==> src/rtl/sdr_link_pkg.sv <==
// Shared definitions for the SDR FTDI link: FSM encodings, burst header layout
// and IQ word packing used by the upstream scheduler.
package sdr_link_pkg;

  typedef enum logic [1:0] {
    ST_IDLE     = 2'd0,
    ST_IQ_DATA  = 2'd1,
    ST_CPU_DATA = 2'd2
  } a2f_state_e;

  typedef enum logic {
    SRC_IQ  = 1'b0,
    SRC_CPU = 1'b1
  } a2f_src_e;

  localparam int   HDR_TYPE_BIT = 31;
  localparam logic HDR_TOFIFO   = 1'b0;
  localparam logic HDR_TOCPU    = 1'b1;
  localparam int   IQ_CNT_LSB   = 0;
  localparam int   IQ_CNT_W     = 16;
  localparam int   CPU_CNT_LSB  = 20;
  localparam int   CPU_CNT_W    = 8;
  localparam int   IQ_HALF_W    = 12;

  // Spreads a packed {Q,I} pair into an FTDI word: I at [11:0], Q at qstart.
  function automatic logic [31:0] iq_pack(input logic [23:0] pair, input int qstart);
    logic [31:0] w;
    w = '0;
    for (int b = 0; b < IQ_HALF_W; b++) begin
      w[b]          = pair[b];
      w[qstart + b] = pair[IQ_HALF_W + b];
    end
    return w;
  endfunction

endpackage

==> src/rtl/sel_a2f_rr2.sv <==
// Two-way picker between IQ and CPU requests. Round-robin on ties by default;
// with SEL_A2F_CPU_PRIO_EN defined the CPU always wins ties.
module sel_a2f_rr2
  import sdr_link_pkg::*;
(
  input  logic clk_i,
  input  logic reset,
  input  logic iq_req_i,
  input  logic cpu_req_i,
  input  logic upd_i,
  input  logic upd_cpu_i,
  output logic grant_iq_o,
  output logic grant_cpu_o
);

`ifdef SEL_A2F_CPU_PRIO_EN
  logic unused_rr_inputs;
  assign unused_rr_inputs = ^{clk_i, reset, upd_i, upd_cpu_i};

  always_comb begin
    grant_cpu_o = cpu_req_i;
    grant_iq_o  = iq_req_i & ~cpu_req_i;
  end
`else
  a2f_src_e last_grant_q, last_grant_d;

  always_comb begin
    last_grant_d = last_grant_q;
    if (upd_i) last_grant_d = upd_cpu_i ? SRC_CPU : SRC_IQ;
  end

  // The source that did not win last time takes a tie.
  always_comb begin
    grant_iq_o  = iq_req_i & (~cpu_req_i | (last_grant_q == SRC_CPU));
    grant_cpu_o = cpu_req_i & ~grant_iq_o;
  end

  always_ff @(posedge clk_i or posedge reset) begin
    if (reset) last_grant_q <= SRC_CPU;
    else       last_grant_q <= last_grant_d;
  end
`endif

endmodule

==> src/rtl/sel_a2f_arb.sv <==
// Upstream FTDI packet scheduler: frames IQ and ECPU bursts with a header word.
// Optional macro SEL_A2F_CPU_PRIO_EN gives the CPU strict priority on ties.
module sel_a2f_arb
  import sdr_link_pkg::*;
#(
  parameter int FT_DATA_WIDTH    = 32,
  parameter int IQ_PAIR_WIDTH    = 24,
  parameter int QSTART_BIT_INDEX = 16,
  parameter int IQ_BURST_LEN     = 256
) (
  input  logic                     clk_i,
  input  logic                     reset,
  input  logic                     en_i,
  input  logic [IQ_PAIR_WIDTH-1:0] iq_data_i,
  input  logic                     iq_empty_i,
  input  logic                     iq_enough_i,
  output logic                     iq_rd_o,
  input  logic                     cpu_req_i,
  input  logic [7:0]               cpu_len_i,
  input  logic [FT_DATA_WIDTH-1:0] cpu_data_i,
  input  logic                     cpu_valid_i,
  output logic                     cpu_rd_o,
  output logic                     cpu_ack_o,
  output logic [FT_DATA_WIDTH-1:0] ft_data_o,
  output logic                     ft_we_o,
  input  logic                     ft_full_i,
  output logic                     pkt_done_o
);

  localparam logic [15:0] IQ_LEN = 16'(IQ_BURST_LEN);

  a2f_state_e               state_q, state_d;
  logic [15:0]              cnt_q, cnt_d, len_q, len_d, cnt_inc;
  logic [FT_DATA_WIDTH-1:0] ft_data_q, ft_data_d;
  logic                     ft_we_q, ft_we_d;
  logic                     cpu_ack_q, cpu_ack_d;
  logic                     pkt_done_q, pkt_done_d;

  logic                     out_free, iq_req, cpu_req;
  logic                     grant_iq, grant_cpu, lg_upd, lg_upd_cpu;
  logic [FT_DATA_WIDTH-1:0] hdr_iq, hdr_cpu, iq_word;

  assign out_free = ~ft_we_q | ~ft_full_i;
  assign cnt_inc  = cnt_q + 16'd1;
  assign iq_req   = en_i & iq_enough_i;
  // The request still seen during the ack cycle is the one just granted.
  assign cpu_req  = en_i & cpu_req_i & ~cpu_ack_q;

  always_comb begin
    hdr_iq                              = '0;
    hdr_iq[HDR_TYPE_BIT]                = HDR_TOFIFO;
    hdr_iq[IQ_CNT_LSB +: IQ_CNT_W]      = IQ_LEN;
    hdr_cpu                             = '0;
    hdr_cpu[HDR_TYPE_BIT]               = HDR_TOCPU;
    hdr_cpu[CPU_CNT_LSB +: CPU_CNT_W]   = cpu_len_i;
    iq_word = FT_DATA_WIDTH'(iq_pack(24'(iq_data_i), QSTART_BIT_INDEX));
  end

  sel_a2f_rr2 u_rr2 (
    .clk_i       (clk_i),
    .reset       (reset),
    .iq_req_i    (iq_req),
    .cpu_req_i   (cpu_req),
    .upd_i       (lg_upd),
    .upd_cpu_i   (lg_upd_cpu),
    .grant_iq_o  (grant_iq),
    .grant_cpu_o (grant_cpu)
  );

  always_comb begin
    state_d    = state_q;
    cnt_d      = cnt_q;
    len_d      = len_q;
    ft_data_d  = ft_data_q;
    ft_we_d    = ft_we_q;
    cpu_ack_d  = 1'b0;
    pkt_done_d = 1'b0;
    iq_rd_o    = 1'b0;
    cpu_rd_o   = 1'b0;
    lg_upd     = 1'b0;
    lg_upd_cpu = 1'b0;

    if (out_free) begin
      unique case (state_q)
        ST_IDLE: begin
          cnt_d = '0;
          if (grant_iq) begin
            ft_data_d = hdr_iq;
            ft_we_d   = 1'b1;
            len_d     = IQ_LEN;
            state_d   = ST_IQ_DATA;
          end else if (grant_cpu) begin
            ft_data_d = hdr_cpu;
            ft_we_d   = 1'b1;
            cpu_ack_d = 1'b1;
            len_d     = {8'h00, cpu_len_i};
            if (cpu_len_i == 8'h00) begin
              pkt_done_d = 1'b1;
              lg_upd     = 1'b1;
              lg_upd_cpu = 1'b1;
            end else begin
              state_d = ST_CPU_DATA;
            end
          end else begin
            ft_we_d = 1'b0;
          end
        end
        ST_IQ_DATA, ST_CPU_DATA: begin
          if ((state_q == ST_IQ_DATA) ? ~iq_empty_i : cpu_valid_i) begin
            ft_data_d = (state_q == ST_IQ_DATA) ? iq_word : cpu_data_i;
            ft_we_d   = 1'b1;
            iq_rd_o   = (state_q == ST_IQ_DATA);
            cpu_rd_o  = (state_q == ST_CPU_DATA);
            cnt_d     = cnt_inc;
            if (cnt_inc == len_q) begin
              pkt_done_d = 1'b1;
              cnt_d      = '0;
              lg_upd     = 1'b1;
              lg_upd_cpu = (state_q == ST_CPU_DATA);
              state_d    = ST_IDLE;
            end
          end else begin
            ft_we_d = 1'b0;
          end
        end
        default: begin
          state_d = ST_IDLE;
          ft_we_d = 1'b0;
        end
      endcase
    end
  end

  always_ff @(posedge clk_i or posedge reset) begin
    if (reset) begin
      state_q    <= ST_IDLE;
      cnt_q      <= '0;
      len_q      <= '0;
      ft_data_q  <= '0;
      ft_we_q    <= 1'b0;
      cpu_ack_q  <= 1'b0;
      pkt_done_q <= 1'b0;
    end else begin
      state_q    <= state_d;
      cnt_q      <= cnt_d;
      len_q      <= len_d;
      ft_data_q  <= ft_data_d;
      ft_we_q    <= ft_we_d;
      cpu_ack_q  <= cpu_ack_d;
      pkt_done_q <= pkt_done_d;
    end
  end

  assign ft_data_o  = ft_data_q;
  assign ft_we_o    = ft_we_q;
  assign cpu_ack_o  = cpu_ack_q;
  assign pkt_done_o = pkt_done_q;

endmodule

==> config.mk <==
export PLATFORM = sky130hd
export DESIGN_NAME = sel_a2f_arb
export DESIGN_NICKNAME = d
export VERILOG_FILES = /design/src/rtl/sdr_link_pkg.sv /design/src/rtl/sel_a2f_rr2.sv /design/src/rtl/sel_a2f_arb.sv
export SDC_FILE = /design/constraint.sdc
export NUM_CORES = 1
export LEC_CHECK = 0
export CAP_MARGIN = 20
export CORE_UTILIZATION = 44
export CTS_CLUSTER_SIZE = 25
export DETAILED_ROUTE_END_ITERATION = 8
export PLACE_DENSITY = 0.77
export SYNTH_ARGS = -nofsm -noshare
export SYNTH_HDL_FRONTEND = slang
export SYNTH_SLANG_ARGS = --single-unit
==> constraint.sdc <==
create_clock -name clk_i -period 2.62 [get_ports clk_i]
set_input_delay 0.524 -clock clk_i [delete_from_list [all_inputs] [get_ports clk_i]]
set_output_delay 0.524 -clock clk_i [all_outputs]
set_load 0.05 [all_outputs]
* After elaboration in Yosys (flattened, before gate mapping) *
Cells that the tools add are included.

operators by class
  reduce and logical (&&, ||, !) cells = 9
  multiplexer cells = 42
  add/subtract/negate cells = 1
  equal/unequal tests = 7
  bitwise gates (word level) = 13

operator list
  kind                     number
  $mux W32                 4
  $mux W16                 4
  $pmux W32 S2             1
  $pmux W16 S2             1
  $mux W1                  23
  $add A16 B1 Y16 const B  1
  $eq A16 B16 Y1           1
  $mux W2                  5
  $logic_not A8 Y1         1
  $ne A3 B3 Y1 const B     2
  $not A1 Y1               6
  $pmux W1 S2              3
  $reduce_and A3 Y1        2
  $and A1 B1 Y1            5
  $reduce_and A5 Y1        1
  $ne A2 B2 Y1 const B     2
  $pmux W2 S2              1
  $reduce_and A4 Y1        1
  $reduce_bool A2 Y1       2
  $eq A2 B1 Y1 const B     1
  $eq A2 B2 Y1 const B     1
  $logic_not A2 Y1         1
  $or A1 B1 Y1             2
  $reduce_or A2 Y1         1

word-level totals
  input bits = 72
  logic and storage cells = 80
  register bits after elaboration = 70
  output and inout port bits = 37

* Logic depth before layout (Yosys ltp) *
Gate-level depths: netlist of the first run.

  depth in word-level cells = 12
  gate-level depth with buffers = 11
  gate-level depth less buffers = 9

* Hierarchy *
Synthesis of the first run repeated with hierarchy kept, for this count alone.

unflattened totals
  cell total of the unflattened synthesis = 416
  area, all modules = 3728.6 µm²

by module, submodules not included
  module       sequential area each (µm²)  cells each  area an instance (µm²)  instances
  sel_a2f_arb  1551.5                      409         3671.0                  1
  sel_a2f_rr2  26.3                        7           57.6                    1

* Worst setup path after synthesis of the first run *
Ideal clock, no wire load.

  path kind = register -> output
  from = register state_q[1]
  to = output port iq_rd_o
  arrival time = 2.962 ns
  stages on the path, launching flop included = 8
  required time = 2.096 ns
  path slack = -0.866 ns
  cells stage by stage = dfrtp_1 -> inv_1 -> ha_1 -> clkbuf_1 -> buf_1 -> clkbuf_1 -> nand2_1 -> nor3_1

between the ends
  cells in the longest elaborated chain, start to end = 5
  elaborated cells between the ends (all ways) = 7
  those cells by class = eq/ne: 2; mux: 4; reduce/logical: 1

RTL lines
  element                   RTL line                                                   text
  start: declaration        sel_a2f_arb.sv:32                                          a2f_state_e state_q, state_d;
  start signal: assignment  sel_a2f_arb.sv:144                                         state_q <= state_d;
  $eq A2 B1 Y1              sel_a2f_arb.sv:84, sel_a2f_arb.sv:109, sel_a2f_arb.sv:112
  $mux W1 (2 in series)     sel_a2f_arb.sv:109                                         if ((state_q == ST_IQ_DATA) ? ~iq_empty_i : cpu_valid_i) begin
  $mux W1 *                 sel_a2f_arb.sv:84                                          unique case (state_q)
  $mux W1 *                 sel_a2f_arb.sv:83                                          if (out_free) begin
  end: declaration          sel_a2f_arb.sv:17                                          output logic iq_rd_o,

Every way passes the cells marked *; elsewhere a longest branch is shown, timed or not.

* Final worst setup path of the first run *
  from = register cnt_q[1]
  to = register cnt_q[8]

between the ends
  cells in the longest elaborated chain, start to end = 5

RTL lines
  element                   RTL line            text
  start: declaration        sel_a2f_arb.sv:33   logic [15:0] cnt_q, cnt_d, len_q, len_d, cnt_inc;
  start signal: assignment  sel_a2f_arb.sv:145  cnt_q <= cnt_d;
  $add A16 B1 Y16 *         sel_a2f_arb.sv:44   assign cnt_inc = cnt_q + 16'd1;
  $eq A16 B16 Y1            sel_a2f_arb.sv:115  if (cnt_inc == len_q) begin
  $mux W16 *                sel_a2f_arb.sv:115
  $mux W16 *                sel_a2f_arb.sv:109
  $pmux W16 S2 *            sel_a2f_arb.sv:84

Every way passes the cells marked *; elsewhere a longest branch is shown, timed or not. The select of a mux whose other input is x is not followed.
A chain may end at the register's enable or synchronous reset.

==> flow_metrics.env, run 1 <==
export IMPL_grt_pass1_wl_um=17320
export IMPL_area_growth_pct=43.82
export IMPL_synth_fp_nets=522
export IMPL_route_detailed_drc=0
export IMPL_core_mm2=0.008299
export IMPL_htreeDepth=3
export IMPL_yosysMostFrequentCell="nand2_1"
export IMPL_dp_hpwl_um=8252
export IMPL_yosysSeqAreaShare=0.4155
export IMPL_track_usage=0.2497
export IMPL_total_power_mw=6.084
export IMPL_crit_fanout=5
export IMPL_via_count=3847
export IMPL_rows=33
export IMPL_antenna_found_initial=0
export IMPL_cp_required_ns=2.85
export IMPL_pre_cts_slack_ns=0.08752
export IMPL_ys_flop_type="dfrtp_1"
export IMPL_fin_tns_setup_ns=0
export IMPL_synth_edff_count=0
export IMPL_synth_top_cell_by_area="dfrtp_1"
export IMPL_arrival_ns=2.78
export IMPL_worst_setup_path_start_kind="flip-flop"
export IMPL_clock_sinks=63
export IMPL_clkPwrFrac=0.156
export IMPL_worst_pin_slew_ns=0.5368
export IMPL_r2r_cells=9
export IMPL_wl_um=10910
export IMPL_crit_path_end_kind="flip-flop"
export IMPL_ctsLongestPathBuffers=2
export IMPL_grt_start_max_net_pins=46
export IMPL_vdd_drop_max_mv=0.6726
export IMPL_ioPinCount=109
export IMPL_fin_hold_ws_ns=0.4784
export IMPL_first_pass_iters=5
export IMPL_hold_path_startpoint="ft_data_o[7]"
export IMPL_powerDensity_mw_per_mm2=1114
export IMPL_dpl_cell_count=660
export IMPL_p_sw_frac=0.4784
export IMPL_timing_fmax_ghz=0.3925
export IMPL_min_period_ns=2.548
export IMPL_diodes=0
export IMPL_async_flop_share=1.000
export IMPL_reg2reg_from="cnt_q[1]"
export IMPL_drive_above_1_share=0.1394
export IMPL_leakage_nw=2.252
export IMPL_wl_met2_um=5175
export IMPL_hold_end="ft_data_o[7]"
export IMPL_synth_common_cells="93 x nand2_1, 62 x dfrtp_1, 33 x o21ai_0"
export IMPL_fin_cells=679
export IMPL_viasPerCell=5.666
export IMPL_ys_top_cells_by_area="dfrtp_1 41%, nand2_1 9.2%, mux2i_1 5.0%"
export IMPL_synth_top_area_share=0.4086
export IMPL_p_int_mw=3.173
export IMPL_avgSynthCellArea_um2=8.533
export IMPL_avgRoutedWirePerCell_um=16.07
export IMPL_fin_nets=646
export IMPL_die_y_um=94.90
export IMPL_drt_iter0_drc=189
export IMPL_hp_class="flip-flop to flip-flop"
export IMPL_final_area_mm2=0.005461
export IMPL_skew_ns=0.008668
export IMPL_p_comb_frac=0.596
export IMPL_setup_viol=0
export IMPL_fin_crit_sh=0.9724
export IMPL_synth_cell_types=59
export IMPL_maxSlewHeadroom=0.6410
export IMPL_hold_path_cell_count=2
export IMPL_layout_setup_ws_ns=0.07228
export IMPL_clk_pin_slew_worst_paths_ns=0.08
export IMPL_overflow=0
export IMPL_reg2reg_slack_ns=0.07
export IMPL_ctsHoldBuffers=0
export IMPL_p_switching_mw=2.911
export IMPL_criticalPathCategory="flip-flop to flip-flop"
export IMPL_cts_buffers=9
export IMPL_outcome="completed"
export IMPL_wl_met1_um=4539
export IMPL_hold_viol=0
export IMPL_cts_tree="done"
export IMPL_placed_area_mm2=0.005167
export IMPL_highest_layer="met4"
export IMPL_netlist_area_mm2=0.003797
export IMPL_final_max_slew_viol_count=0
export IMPL_portBuffers=108
export IMPL_initial_utilization=0.4576
export IMPL_utilization=0.6581
export IMPL_ys_warn_count=0
export IMPL_clock_latency_ns=0.34
export IMPL_syn_inst=445
export IMPL_routed_wl_met3_um=965
export IMPL_grt_pass1_vias=3645
export IMPL_ys_seq_elements=63
export IMPL_routabilityCongestion=0.9118
export IMPL_cts_root_buffer="clkbuf_8"
export IMPL_worstReg2RegEnd="cnt_q[8]"
export IMPL_p_seq_frac=0.249
export IMPL_die_area_mm2=0.009006
export IMPL_die_w_um=94.90
export IMPL_postRouteAntennaNets=0
export IMPL_cap_violations=0
logic make-up (layout without fill, tap and decap cells):
kind of cell | after synthesis | count (layout) | share of synthesized area
AO/OA/AOI/OAI | 106 | 106 | 0.1779
XOR/XNOR | 10 | 10 | 0.02306
AND/OR/NAND/NOR | 197 | 197 | 0.2530
multiplexers | 27 | 27 | 0.07381
buffers and inverters | 37 | 166 | 0.04020
adder cells (fa/ha/maj) | 5 | 5 | 0.01647
flip-flops | 63 | 63 | 0.4155
worst max-delay path: stages, from the launching register on:
cell	delay, ns
dfrtp_1	0.41
ha_2	0.22
nand4_2	0.14
or3_1	0.42
mux2i_1	0.28
and4_1	0.23
nand4_1	0.25
buf_6	0.23
a31oi_1	0.17
o22ai_1	0.09
layout by cell type (no fill, tap or decap), types with 4 or more instances in the layout:
cell type,n
nand2b_1,7
a21oi_1,17
ha_1,4
o31ai_1,16
xnor2_1,5
buf_4,26
nand3_1,18
nand4_1,7
mux2i_1,19
clkbuf_8,9
and3_1,4
o21ai_1,5
nor2_1,27
or3_1,8
clkdlybuf4s50_1,106
nand2_1,91
inv_1,10
a31oi_1,7
buf_12,4
mux2_2,8
xor2_1,4
dfrtp_1,60
nor3_1,6
o21ai_0,31
layout make-up:
cell class,count,area (um2)
fillers,665,2838
flip-flops and latches,63,1580
well taps,105,131.4
multi-input cells,345,2126
clock buffers,9,123.9
repair buffers,139,1364
clock inverters,7,95.09
inverters,11,41.29
registers in the layout (all words and copies together), names as in the netlist:
signal	cells
cpu_ack_o	1
pkt_done_o	1
cnt_q	16
state_q	2
ft_data_o	32
ft_we_o	1
len_q	9
u_rr2.last_grant_q	1
power groups by stage:
stage / Clock (mW) / Combinational (mW) / Sequential (mW)
2_1_floorplan: 0 / 1.60 / 2.21
3_3_place_gp: 0 / 3.47 / 1.50
3_5_place_dp: 0 / 3.53 / 1.52
4_1_cts: 0.961 / 3.54 / 1.51
5_1_grt: 1.00 / 3.92 / 1.55
6_report: 0.947 / 3.62 / 1.51
worst max path at each step:
stage,start,endpoint,cells after the start
3_3_place_gp,cnt_q[1],state_q[0],9
5_1_grt,cnt_q[1],cnt_q[8],9
4_1_cts,state_q[1],iq_rd_o,6
6_report,cnt_q[1],cnt_q[8],9
3_5_place_dp,cnt_q[1],state_q[0],9
2_1_floorplan,state_q[1],iq_rd_o,7
per-layer routing:
metal,vias up,global-route usage
met1,1823,0.2995
met5,-,0
li1,1850,-
met4,0,0.09470
met3,23,0.08052
met2,151,0.4155
what timing repair did:
item | in CTS | in global routing
resized for setup | 1 | 16
setup buffers | 0 | 2
setup endpoints to repair | 1 | 9
gates cloned | 0 | 1
pin swaps | 0 | 3
Power figures use the tool's default switching activity.
==> inputs of run 2 (changes only) <==
--- a/config.mk
+++ b/config.mk
@@ -6,10 +6,11 @@
 export NUM_CORES = 1
 export LEC_CHECK = 0
 export CAP_MARGIN = 20
-export CORE_UTILIZATION = 44
+export CORE_MARGIN = 10
+export CORE_UTILIZATION = 52
 export CTS_CLUSTER_SIZE = 25
 export DETAILED_ROUTE_END_ITERATION = 8
-export PLACE_DENSITY = 0.77
+export PLACE_DENSITY = 0.85
 export SYNTH_ARGS = -nofsm -noshare
 export SYNTH_HDL_FRONTEND = slang
 export SYNTH_SLANG_ARGS = --single-unit
==> constraint.sdc (replaced) <==
create_clock -name clk_i -period 3.2 [get_ports clk_i]
set_input_delay 0.64 -clock clk_i [delete_from_list [all_inputs] [get_ports clk_i]]
set_output_delay 0.64 -clock clk_i [all_outputs]
set_load 0.05 [all_outputs]
==> run 2 against run 1 <==
- setup slack improved by 0.14 ns
- sequential cell count is the same
- cell area is 3.6% lower
- global-route usage shrank 3.2 points
- final cell count down 4.1%
- first-iteration DRC count rose by 24%
- power shrank 18%
- register-to-register slack improved by 0.24 ns
- sequential share of layout area up 1.0 points
- combinational power shrank 22%
- worst hold slack gained 0.0017 ns
- largest power group unchanged
==> flow_metrics.env, run 2 (synthesis results as in run 1) <==
export IMPL_crit_buf_inv=2
export IMPL_multi_input_area_mm2=0.002085
export IMPL_clkPwrFrac=0.178
export IMPL_ioPinCount=109
export IMPL_dpl_cell_count=635
export IMPL_fin_crit_sh=0.9349
export IMPL_crit_chain="inv_1 -> ha_1 -> o21ai_0 -> nor2_1 -> and3_1 -> buf_12"
export IMPL_avgRoutedWirePerCell_um=18.22
export IMPL_postRouteAntennaNets=0
export IMPL_area_growth_pct=38.62
export IMPL_fin_nets=624
export IMPL_layout_commonest_cell="clkdlybuf4s50_1"
export IMPL_hp_class="flip-flop to flip-flop"
export IMPL_powerDensity_mw_per_mm2=943.5
export IMPL_crit_fanout=8
export IMPL_arrival_ns=2.35
export IMPL_grt_start_max_net_pins=65
export IMPL_ctsHoldBuffers=0
export IMPL_hold_viol=0
export IMPL_total_power_mw=4.966
export IMPL_worst_pin_slew_ns=0.6217
export IMPL_crit_start="state_q[1]"
export IMPL_r2r_cells=8
export IMPL_clk_pin_slew_worst_paths_ns=0.07
export IMPL_timing_fmax_ghz=0.3343
export IMPL_wl_um=11860
export IMPL_criticalPathCategory="flip-flop to output port"
export IMPL_htreeDepth=3
export IMPL_antenna_found_initial=0
export IMPL_fillers=523
export IMPL_final_max_slew_viol_count=0
export IMPL_viasPerCell=5.808
export IMPL_reg2reg_slack_ns=0.31
export IMPL_rows=31
export IMPL_crit_path_end_kind="output port"
export IMPL_p_comb_frac=0.570
export IMPL_hold_end="ft_data_o[10]"
export IMPL_grt_pass1_wl_um=19830
export IMPL_post_cts_resized=0
export IMPL_cp_slowest_stage_delay_ns=0.57
export IMPL_worst_setup_path_start_kind="flip-flop"
export IMPL_cap_violations=0
export IMPL_worst_path_max_delay_cell="o21ai_0"
export IMPL_core_mm2=0.007176
export IMPL_clock_latency_ns=0.35
export IMPL_skew_ns=0.009336
export IMPL_reg2reg_from="cnt_q[0]"
export IMPL_die_w_um=105.5
export IMPL_fin_tns_setup_ns=0
export IMPL_postCtsSetupBuffers=0
export IMPL_setup_viol=0
export IMPL_clock_sinks=63
export IMPL_die_y_um=105.5
export IMPL_grt_pass1_vias=3903
export IMPL_p_switching_mw=2.381
export IMPL_initial_utilization=0.5292
export IMPL_regArea_mm2=0.001578
export IMPL_ctsLongestPathBuffers=2
export IMPL_cts_buffers=9
export IMPL_leakage_nw=2.169
export IMPL_p_int_mw=2.585
export IMPL_diodes=0
export IMPL_outcome="completed"
export IMPL_routabilityCongestion=0.9110
export IMPL_route_detailed_drc=0
export IMPL_vdd_drop_max_mv=0.5470
export IMPL_maxSlewHeadroom=0.5812
export IMPL_min_period_ns=2.992
export IMPL_worstReg2RegEnd="state_q[0]"
export IMPL_layout_common_cells="106 x clkdlybuf4s50_1, 92 x nand2_1, 62 x dfrtp_1, 33 x o21ai_0, 27 x nor2_1"
export IMPL_portBuffers=108
export IMPL_hold_path_cell_count=2
export IMPL_track_usage=0.2173
export IMPL_first_pass_iters=4
export IMPL_largest_register_ffs=32
export IMPL_cp_required_ns=2.56
export IMPL_cp_top_family="compound AO/OA/AOI/OAI gates"
export IMPL_hold_path_startpoint="ft_data_o[10]"
export IMPL_drive_above_1_share=0.08152
export IMPL_p_seq_frac=0.252
export IMPL_cts_root_buffer="clkbuf_8"
export IMPL_overflow=0
export IMPL_drt_iter0_drc=234
export IMPL_rsz0062_at_grt="no"
export IMPL_cts_tree="done"
export IMPL_die_area_mm2=0.01112
export IMPL_dp_hpwl_um=9059
export IMPL_fin_cells=651
export IMPL_p_sw_frac=0.4795
export IMPL_via_count=3781
run 2: tightest hold or removal path, stage by stage, from the launching register on:
cell     delay, ns
dfrtp_1       0.34
nand2_1       0.05
o31ai_1       0.06
run 2: power groups by stage:
stage / registers, mW / clock network, mW / logic (mW)
after floorplan: 1.81 / 0 / 1.31
after global placement: 1.24 / 0 / 2.72
after detailed placement: 1.25 / 0 / 2.81
after CTS: 1.25 / 0.892 / 2.83
after global routing: 1.28 / 0.920 / 3.07
final: 1.25 / 0.886 / 2.83
run 2: per-layer routing:
layer,routed length [um],part of all wire,GRT usage,vias to the layer above
met5,0,0,0,-
met2,5707,0.48,0.3564,142
met4,199,0.017,0.07843,0
li1,-,-,-,1813
met1,4694,0.40,0.2430,1807
met3,1259,0.11,0.1005,19
run 2: metrics by stage:
step | utilization | cell area, um2 | hold WS, ns | setup slack, ns
finish | 0.7336 | 5264 | 0.4802 | 0.2083
global route | 0.7336 | 5264 | 0.5098 | 0.05212
CTS | 0.7322 | 5254 | 0.4851 | 0.2579
detailed placement | 0.6966 | 4999 | 0.4728 | 0.3684
global placement | 0.6966 | 4999 | 0.4608 | 0.4373
floorplan | - | 3802 | 0.4689 | 0.003659
run 2: cell type report:
cell class,instances,share of cell area
clock inverters,5,0.01973
well taps,99,0.02353
inverters,11,0.007844
clock buffers,11,0.02876
multi-input cells,345,0.3960
repair buffers,117,0.2244
flip-flops and latches,63,0.2997
run 2: worst max-delay path by stage:
| stage | cells after the start | slack (ns) | end |
|---|---|---|---|
| floorplan | 7 | 0.004 | iq_rd_o |
| detailed placement | 8 | 0.37 | state_q[0] |
| finish | 6 | 0.21 | cpu_rd_o |
| global placement | 8 | 0.44 | state_q[0] |
| CTS | 6 | 0.26 | cpu_rd_o |
| global route | 6 | 0.05 | cpu_rd_o |
==> inputs of run 3 (changes only) <==
--- a/config.mk
+++ b/config.mk
@@ -11,6 +11,7 @@
 export CTS_CLUSTER_SIZE = 25
 export DETAILED_ROUTE_END_ITERATION = 8
 export PLACE_DENSITY = 0.85
+export SETUP_SLACK_MARGIN = 0.2
 export SYNTH_ARGS = -nofsm -noshare
 export SYNTH_HDL_FRONTEND = slang
 export SYNTH_SLANG_ARGS = --single-unit
==> run 3 against run 2 <==
- non-clock buffer count rose by 1
- first-iteration DRC count is 13% higher
- register-to-register slack better by 0.04 ns
- global-route usage down 1.2 points
- critical path type is now flip-flop to flip-flop
- largest power group unchanged
- highest routed layer unchanged
==> flow_metrics.env, run 3 (synthesis results as in run 1) <==
export IMPL_crit_chain="ha_1 -> nand4_2 -> or3_1 -> or4_1 -> o211ai_2 -> nand4_1 -> buf_4 -> nand2b_1 -> a21oi_1"
export IMPL_post_cts_resized=0
export IMPL_worstReg2RegEnd="pkt_done_o"
export IMPL_die_w_um=105.5
export IMPL_layout_commonest_cell="clkdlybuf4s50_1"
export IMPL_reg2reg_slack_ns=0.35
export IMPL_cts_tree="done"
export IMPL_drive_above_1_share=0.08318
export IMPL_crit_fanout=12
export IMPL_avgRoutedWirePerCell_um=17.67
export IMPL_crit_start="cnt_q[0]"
export IMPL_hp_class="flip-flop to flip-flop"
export IMPL_fin_tns_setup_ns=0
export IMPL_cts_buffers=9
export IMPL_fin_crit_sh=0.8919
export IMPL_overflow=0
export IMPL_criticalPathCategory="flip-flop to flip-flop"
export IMPL_cp_depth=9
export IMPL_core_mm2=0.007176
export IMPL_drt_iter0_drc=265
export IMPL_route_detailed_drc=0
export IMPL_cp_top_family="simple AND/OR/NAND/NOR gates"
export IMPL_crit_path_end_kind="flip-flop"
export IMPL_min_period_ns=2.854
export IMPL_fillers=523
export IMPL_antenna_found_initial=0
export IMPL_layout_common_cells="106 x clkdlybuf4s50_1, 92 x nand2_1, 62 x dfrtp_1, 32 x o21ai_0, 27 x nor2_1"
export IMPL_rows=31
export IMPL_r2r_cells=9
export IMPL_postCtsSetupBuffers=0
export IMPL_grt_pass1_wl_um=18700
export IMPL_arrival_ns=3.12
export IMPL_postRouteAntennaNets=0
export IMPL_cp_slowest_stage_delay_ns=0.48
export IMPL_maxSlewHeadroom=0.6069
export IMPL_routabilityCongestion=0.9203
export IMPL_worst_setup_path_start_kind="flip-flop"
export IMPL_utilization=0.7287
export IMPL_leakage_nw=2.150
export IMPL_initial_utilization=0.5292
export IMPL_grt_pass1_vias=3873
export IMPL_reg2reg_from="cnt_q[0]"
export IMPL_ioPinCount=109
export IMPL_powerDensity_mw_per_mm2=915.8
export IMPL_timing_fmax_ghz=0.3504
export IMPL_clk_pin_slew_worst_paths_ns=0.07
export IMPL_crit_end="pkt_done_o"
export IMPL_cap_violations=0
export IMPL_crit_buf_inv=1
export IMPL_ctsLongestPathBuffers=2
export IMPL_multi_input_area_mm2=0.002090
export IMPL_outcome="completed"
export IMPL_cts_root_buffer="clkbuf_8"
export IMPL_die_y_um=105.5
export IMPL_skew_ns=0.004495
export IMPL_vdd_drop_max_mv=0.6041
export IMPL_area_growth_pct=37.69
export IMPL_diodes=0
export IMPL_regArea_mm2=0.001578
export IMPL_grt_start_max_net_pins=65
export IMPL_setup_viol=0
export IMPL_htreeDepth=3
export IMPL_die_area_mm2=0.01112
export IMPL_viasPerCell=5.827
export IMPL_portBuffers=108
export IMPL_dp_hpwl_um=8860
export IMPL_final_max_slew_viol_count=0
export IMPL_ctsHoldBuffers=0
export IMPL_clock_latency_ns=0.35
export IMPL_via_count=3799
export IMPL_fin_nets=625
export IMPL_hold_viol=0
export IMPL_rsz0062_at_grt="yes"
export IMPL_wl_um=11520
export IMPL_clock_sinks=63
export IMPL_first_pass_iters=5
export IMPL_worst_path_max_delay_cell="dfrtp_1"
export IMPL_largest_register_ffs=32
export IMPL_cp_required_ns=3.47
export IMPL_track_usage=0.2055
export IMPL_worst_pin_slew_ns=0.5748
-- run 3: routing by layer --
| layer | share of wire | up-vias | wire [um] | GRT usage |
|---|---|---|---|---|
| met2 | 0.48 | 173 | 5536 | 0.3360 |
| li1 | - | 1810 | - | - |
| met4 | 0.019 | 0 | 218 | 0.07843 |
| met1 | 0.38 | 1795 | 4400 | 0.2245 |
| met5 | 0 | - | 0 | 0 |
| met3 | 0.12 | 21 | 1366 | 0.1023 |
-- run 3: layout make-up --
type,instances,area share
Clock buffer,11,0.02895
Clock inverter,5,0.01077
Inverter,11,0.007897
Multi-Input combinational cell,345,0.3996
Sequential cell,63,0.3017
Tap cell,99,0.02369
Timing Repair Buffer,118,0.2273
-- run 3: metrics by stage --
stage               setup WS, ns  power (mW)  cells  cell area (um2)  hold WS (ns)
floorplan                 0.3322       3.122    445             3810        0.4689
global placement          0.4728       3.984    636             5012        0.4594
detailed placement        0.4135       4.066    636             5012        0.4738
CTS                       0.2177       4.803    652             5220        0.4896
global route              0.1927       5.100    652             5229        0.5108
finish                    0.3460       4.789    652             5229        0.4846
-- run 3: worst min-delay path by stage --
stage / slack, ns / to / cells past startpoint / from
final: 0.48 / ft_data_o[8] / 1 / ft_data_o[8]
after global routing: 0.51 / ft_data_o[8] / 1 / ft_data_o[8]
after CTS: 0.49 / ft_data_o[8] / 1 / ft_data_o[8]
after detailed placement: 0.47 / ft_data_o[8] / 1 / ft_data_o[8]
after global placement: 0.46 / ft_data_o[12] / 2 / ft_data_o[12]
after floorplan: 0.47 / len_q[0] / 2 / len_q[0]
-- run 3: report_power, final --
| part | leakage (nW) | internal (mW) | switching, mW | total, mW |
|---|---|---|---|---|
| combinational | 1.23 | 0.972 | 1.84 | 2.81 |
| sequential | 0.818 | 1.06 | 0.187 | 1.25 |
| clock | 0.105 | 0.401 | 0.325 | 0.725 |
